**src/rtl/mux_deser_pkg.sv**
```systemverilog
// Shared types and sizing helpers for the mux bit deserializer.
package mux_deser_pkg;

  typedef enum logic {
    FILL = 1'b0,
    HOLD = 1'b1
  } state_e;

  localparam int unsigned DEFAULT_WIDTH = 8;

  // Bits needed to hold a count in the range 0..w inclusive.
  function automatic int unsigned cnt_width(input int unsigned w);
    return $clog2(w + 1);
  endfunction

endpackage

```
**src/rtl/mux2_bit.sv**
```systemverilog
// Gate-level 2:1 bit select: z = (a & ~c) | (b & c).
module mux2_bit (
  input  logic a,
  input  logic b,
  input  logic c,
  output logic z
);

  logic nc;
  logic ta;
  logic tb;

  not u_not (nc, c);
  and u_and_a (ta, a, nc);
  and u_and_b (tb, b, c);
  or  u_or (z, ta, tb);

endmodule

```
**src/rtl/mux_bit_deserializer.sv**
```systemverilog
// Shifts per-beat mux outputs into WIDTH-bit words with a ones count and valid/ready output.
// Optional out_parity port when MUX_DESER_PARITY_EN is defined.
module mux_bit_deserializer
  import mux_deser_pkg::*;
#(
  parameter  int unsigned WIDTH = DEFAULT_WIDTH,
  localparam int unsigned CNT_W = cnt_width(WIDTH)
) (
  input  logic             clk,
  input  logic             reset,
  input  logic             in_valid,
  input  logic             a,
  input  logic             b,
  input  logic             c,
  output logic             in_ready,
  output logic             out_valid,
  input  logic             out_ready,
  output logic [WIDTH-1:0] out_word,
  output logic [CNT_W-1:0] out_ones
`ifdef MUX_DESER_PARITY_EN
  ,
  output logic             out_parity
`endif
);

  state_e           state;
  logic [CNT_W-1:0] bit_cnt;
  logic [WIDTH-1:0] shreg;
  logic [CNT_W-1:0] ones;
  logic             z;
  logic             accept_c;
  logic [WIDTH-1:0] shreg_nxt_c;
  logic [CNT_W-1:0] ones_nxt_c;

  mux2_bit u_mux (
    .a (a),
    .b (b),
    .c (c),
    .z (z)
  );

  // z is only consumed when a beat is accepted, so X on idle inputs never lands in state.
  assign accept_c    = in_valid && in_ready && (state == FILL);
  assign shreg_nxt_c = {shreg[WIDTH-2:0], z};
  assign ones_nxt_c  = ones + CNT_W'(z);

  always_ff @(posedge clk) begin
    if (reset) begin
      state     <= FILL;
      bit_cnt   <= '0;
      shreg     <= '0;
      ones      <= '0;
      out_valid <= 1'b0;
      in_ready  <= 1'b1;
      out_word  <= '0;
      out_ones  <= '0;
`ifdef MUX_DESER_PARITY_EN
      out_parity <= 1'b0;
`endif
    end else begin
      case (state)
        FILL: begin
          if (accept_c) begin
            shreg <= shreg_nxt_c;
            ones  <= ones_nxt_c;
            if (bit_cnt == CNT_W'(WIDTH - 1)) begin
              // Last bit of the word: publish it and stop accepting.
              bit_cnt   <= '0;
              state     <= HOLD;
              out_valid <= 1'b1;
              in_ready  <= 1'b0;
              out_word  <= shreg_nxt_c;
              out_ones  <= ones_nxt_c;
`ifdef MUX_DESER_PARITY_EN
              out_parity <= ^shreg_nxt_c;
`endif
            end else begin
              bit_cnt <= bit_cnt + CNT_W'(1);
            end
          end
        end
        HOLD: begin
          if (out_ready) begin
            state     <= FILL;
            shreg     <= '0;
            ones      <= '0;
            out_valid <= 1'b0;
            in_ready  <= 1'b1;
          end
        end
        default: begin
          state <= FILL;
        end
      endcase
    end
  end

endmodule

```
**config.mk**
```make
export PLATFORM = sky130hd
export DESIGN_NAME = mux_bit_deserializer
export DESIGN_NICKNAME = d
export VERILOG_FILES = /design/src/rtl/mux_deser_pkg.sv /design/src/rtl/mux2_bit.sv /design/src/rtl/mux_bit_deserializer.sv
export SDC_FILE = /design/constraint.sdc
export NUM_CORES = 1
export LEC_CHECK = 0
export CORE_UTILIZATION = 55
export DETAILED_ROUTE_END_ITERATION = 16
export GPL_TIMING_DRIVEN = 1
export PLACE_DENSITY = 0.81
export SLEW_MARGIN = 20
export SYNTH_ARGS = -nofsm -noshare
export SYNTH_HDL_FRONTEND = slang
export SYNTH_SLANG_ARGS = --single-unit
export TNS_END_PERCENT = 50
```
**constraint.sdc**
```tcl
create_clock -name clk -period 4 [get_ports clk]
set_input_delay 0.8 -clock clk [delete_from_list [all_inputs] [get_ports clk]]
set_output_delay 0.8 -clock clk [all_outputs]
set_load 0.02 [all_outputs]
```
# Yosys cells after proc, flatten, opt, wreduce, memory -nomap -nowiden
# Index checks and enable logic that the tools add are counted.
# totals
n_memories,0
reg_bits,30
out_inout_bits,14
elab_cells,44
latch_bits,0
in_bits,7
ram_bits,0
mem_bits_ro,0
# classes
bitwise,5
n_lt_le_gt_ge,0
n_reduce_logical,6
div,0
n_eq_ne,4
add_sub_neg,2
mux,19
n_mul,0
shifts,0
# op_table
cell,n
$mux W7,2
$pmux W7 S2,1
$mux W4,3
$mux W1,9
$pmux W4 S2,1
$pmux W1 S2,3
$reduce_and A3 Y1,2
$add A4 B1 Y4,1
$add A4 B1 Y4 const B,1
$eq A4 B3 Y1 const B,1
$ne A2 B2 Y1 const B,2
$reduce_and A2 Y1,2
$and A1 B1 Y1,2
$logic_and A1 B1 Y1,2
$ne A2 B1 Y1 const B,1
$not A1 Y1,2
$or A1 B1 Y1,1

# Longest topological paths before layout
# depth
word_depth,6
ltp_mapped,5
mapped_depth_nobuf,5

# Cells and area by module
# A second synthesis with hierarchy kept.
# unflattened
cells_unflattened,141
hier_area_um2,1231.2
# by_module_without_submodules
module,area_each_um2,cells_each,seq_area_each_um2,instances
mux_bit_deserializer,1216.2,140,600.6,1
mux2_bit,15.0,1,0.0,1

# Worst setup path before layout
# Ideal clock, no wire load.
# synth_path
path_type,input -> register
start,input c
end,register ones[2]
arrival_ps,1907
setup_slack_ps,2002
required_time_ps,3909
path_buffers,0
cell_stages,5
setup_ps,91
cell_sequence,mux2_2 > ha_1 > ha_1 > nand2b_1 > a311oi_1
# synth_via
elab_chain_len,6
# synth_lines
element,line_no,text
start: declaration,mux_bit_deserializer.sv:14,"input logic c,"
$not A1 Y1,mux2_bit.sv:13,"not u_not (nc, c);"
$and A1 B1 Y1,mux2_bit.sv:14,"and u_and_a (ta, a, nc);"
$or A1 B1 Y1 *,mux2_bit.sv:16,"or u_or (z, ta, tb);"
$add A4 B1 Y4 *,mux_bit_deserializer.sv:45,assign ones_nxt_c = ones + CNT_W'(z);
$mux W4 *,mux_bit_deserializer.sv:63,if (accept_c) begin
$pmux W4 S2 *,mux_bit_deserializer.sv:61,case (state)
end signal: assignment,mux_bit_deserializer.sv:65,ones <= ones_nxt_c;
end: declaration,mux_bit_deserializer.sv:29,logic [CNT_W-1:0] ones;
# Mark *: on every way between the ends. The rest lies on a longest branch, timed or not. The select of a mux whose other input is x is not followed.
# A chain may end at the register's enable or synchronous reset.

# Worst setup path in the final report
# layout_path
start,input c
end,register ones[2]
# layout_via
elab_chain_len,6
# layout_lines
element,line_no,text
$not A1 Y1,mux2_bit.sv:13,
$and A1 B1 Y1,mux2_bit.sv:14,
$or A1 B1 Y1 *,mux2_bit.sv:16,
net u_mux.z,mux2_bit.sv:6,output logic z
$add A4 B1 Y4 *,mux_bit_deserializer.sv:45,
$mux W4 *,mux_bit_deserializer.sv:63,
$pmux W4 S2 *,mux_bit_deserializer.sv:61,
# The timed path passes the listed nets; every way through them passes the cells marked *. The select of a mux whose other input is x is not followed.

==> flow_metrics.py <==
metrics = {
    "clock_tree": {
        "cts_sinks": 30,
        "cts_buffers": 5,
        "cts-root-buf": "clkbuf_4",
        "clk_pin_slew_ns": 0.09,
        "ctsResizeCount": 0,
        "cts_tree": "yes",
        "cts_hold_buf": 0,
        "clockBufferDepth": 2,
        "worstSkewPairLatency_ns": 0.33,
        "htreeDepth": 2,
        "postCtsSetupBuffers": 0,
    },
    "floorplanning": {
        "initial_core_util": 0.606,
        "die_area_mm2": 0.00244,
        "die_y_um": 49.4,
        "core_area_mm2": 0.00204,
        "fp.dieW_um": 49.4,
        "core.rowCount": 16,
        "io_pins": 21,
    },
    "detailed_routing": {
        "antenna_left": 0,
        "drc": 0,
        "route.vias.total": 1092,
        "dr.first_iter.drc_count": 37,
        "drt-total-wl_um": 2540,
        "drt-wirelength-per-cell_um": 13.7,
        "drt-vias-per-instance": 5.87,
        "firstDrtPassIters": 4,
    },
    "sta": {
        "setup_viol": 0,
        "slew_viol_final": 0,
        "hold_viol_final": 0,
        "period_minus_slack_ns": 2.26,
        "maxSlewHeadroom": 0.293,
        "finalClockSkew_ns": 0.0107,
        "rsz0062_at_grt": "false",
        "hold_slack_ns": 0.467,
        "tns_ns": 0,
        "worstMarginPinSlew_ns": 1.06,
        "min_period_over_period": 0.565,
        "fmax_mhz": 442,
    },
    "pwr": {
        "power_density_mw_per_mm2": 355,
        "p_sw_frac": 0.236,
        "power.share.sequential": 0.583,
        "power_mw": 0.526,
        "p_int_mw": 0.402,
        "power_frac_comb": 0.065,
        "netSwitchingPower_mw": 0.124,
        "p_leak_nw": 0.491,
        "clkPwrFrac": 0.352,
        "peakVddDrop_v": 0.000262,
    },
    "synth": {
        "synthCells": 141,
        "ys_ff_latch": 30,
        "ys_warn_count": 0,
        "ys_seq_area_frac": 0.485,
        "syn_area_mm2": 0.00124,
        "syn-num-nets": 151,
        "synth_cell_type_count": 29,
        "avgSynthCellArea_um2": 8.78,
    },
    "cells_and_area": {
        "area_delta_synth_final_pct": 19.6,
        "diodes": 0,
        "final_util": 0.725,
        "n_fill_cell": 181,
        "stdcell_area_mm2": 0.00148,
        "drive_gt1_frac": 0.0692,
        "nets": 168,
    },
    "global_routing": {
        "grt_pass1_wl_um": 4200,
        "track_usage": 0.234,
        "antenna_found_initial": 0,
        "grt_pass1_vias": 949,
        "grt.overflow.total": 0,
        "grt_max_degree": 31,
    },
    "critical_path": {
        "cp_data_required_time_ns": 4.22,
        "critical_path_arrival_ns": 2.48,
        "cp-end-kind": "register",
        "start_kind": "input pin",
        "worstPathMaxFanout": 3,
        "critPathKind": "input pin to register",
    },
    "placed_design": {
        "gp_congestion": 0.775,
        "placed_cell_area_mm2": 0.00142,
        "io_buffer_count": 20,
        "dp_hpwl_um": 1570,
    },
    "job": {
        "drv_cap": 0,
    },
    "min_path": {
        "hold_path_class": "register to register",
    },
    "outcome": {
        "outcome": "finished, final reports clean",
    },
}
cells in the final DEF (no fill, tap or decap):
master	Yosys	layout
a211oi_1	2	2
a21oi_1	27	27
a221o_1	1	1
a311oi_1	1	1
a311oi_2	1	1
a41oi_1	1	1
and3b_1	2	2
buf_4	2	1
clkbuf_1	6	1
clkbuf_4	0	5
clkbuf_8	0	1
clkdlybuf4s50_1	0	20
clkinv_2	0	1
dfxtp_1	30	30
ha_1	3	3
inv_1	1	1
mux2_2	1	1
nand2_1	16	16
nand2b_1	1	1
nand3_1	20	20
nand3b_1	1	1
nand3b_4	1	1
nor2_1	1	1
nor3_1	3	3
o21ai_0	10	10
o21ai_1	1	1
or2b_1	1	1
or3_1	1	1
or4_1	1	1
xnor2_1	2	2
xor2_1	1	1
cell usage after synthesis:
cell      number  share of area
nand2_1       16          0.049
xnor2_1        2          0.014
inv_1          1         0.0030
dfxtp_1       30           0.49
or2b_1         1         0.0061
buf_2          2         0.0081
clkbuf_1       6          0.018
ha_1           3          0.030
a311oi_2       1          0.012
buf_6          1         0.0091
o21ai_0       10          0.040
mux2_2         1         0.0091
buf_4          2          0.012
or4_1          1         0.0061
nor3_1         3          0.012
a21oi_1       27           0.11
a41oi_1        1         0.0071
nand3_1       20          0.081
xor2_1         1         0.0071
nand3b_1       1         0.0061
o21ai_1        1         0.0040
a211oi_1       2          0.012
and3b_1        2          0.014
a311oi_1       1         0.0071
nand3b_4       1          0.016
nand2b_1       1         0.0051
nor2_1         1         0.0030
a221o_1        1         0.0081
or3_1          1         0.0051
through the flow:
step           std cells  worst slack, ns
2_1_floorplan        141             2.00
6_report             186             1.74
5_1_grt              186             1.70
3_3_place_gp         178             1.46
3_5_place_dp         178             1.38
4_1_cts              186             1.73
state kept, by name, indices dropped and copies added (netlist names):
register and flops:
ones 4, out_ones 4, out_word 8, out_valid 1, bit_cnt 4, state 1, shreg 7, in_ready 1
logic make-up after synthesis:
logic type | share of synthesized area
AOI/OAI and AO/OA | 0.200
muxes | 0.00910
buffers and inverters | 0.0505
adders and majority gates | 0.0303
xor gates and xnor gates | 0.0212
DFF | 0.485
and+or+nand+nor | 0.203
worst paths after layout:
check / start / endpoint / slack [ns] / cells past startpoint
worst min register to register: out_valid$_SDFFE_PP0P_ / out_valid$_SDFFE_PP0P_ / 0.47 / 2
worst max register to register: bit_cnt[0]$_SDFFE_PP0P_ / in_ready$_SDFFE_PP1P_ / 2.31 / 4
worst min-delay path: out_valid$_SDFFE_PP0P_ / out_valid$_SDFFE_PP0P_ / 0.47 / 2
worst max-delay path: c / ones[2]$_SDFFE_PP0P_ / 1.74 / 6
final cells by class:
type	count	area [um2]	share of cell area
sequential	30	601	0.406
multi-input combinational	99	574	0.388
timing repair buffer	21	208	0.140
clock buffer	7	55.1	0.0372
tap	27	33.8	0.0228
clock inverter	1	5.00	0.00338
inverter	1	3.75	0.00254
critical path: stages:
cell,delay (ns)
clkdlybuf4s50_1,0.47
mux2_2,0.36
ha_1,0.22
ha_1,0.23
nand2b_1,0.16
a311oi_1,0.25
per-layer routing:
layer	share of wire	global-route usage	vias to the layer above	wire (um)
met3	0.049	0.0935	6	124
met2	0.51	0.386	25	1280
met1	0.43	0.272	513	1090
met5	0	0	-	0
met4	0.017	0.0857	0	42
li1	-	-	548	-
power by group through the flow:
stage          sequential (mW)  clock (mW)  combinational (mW)
2_1_floorplan            0.313           0              0.0253
3_3_place_gp             0.314           0              0.0330
3_5_place_dp             0.314           0              0.0339
4_1_cts                  0.307       0.187              0.0344
5_1_grt                  0.308       0.203              0.0382
6_report                 0.307       0.185              0.0343
(Power assumes the default switching activity.)
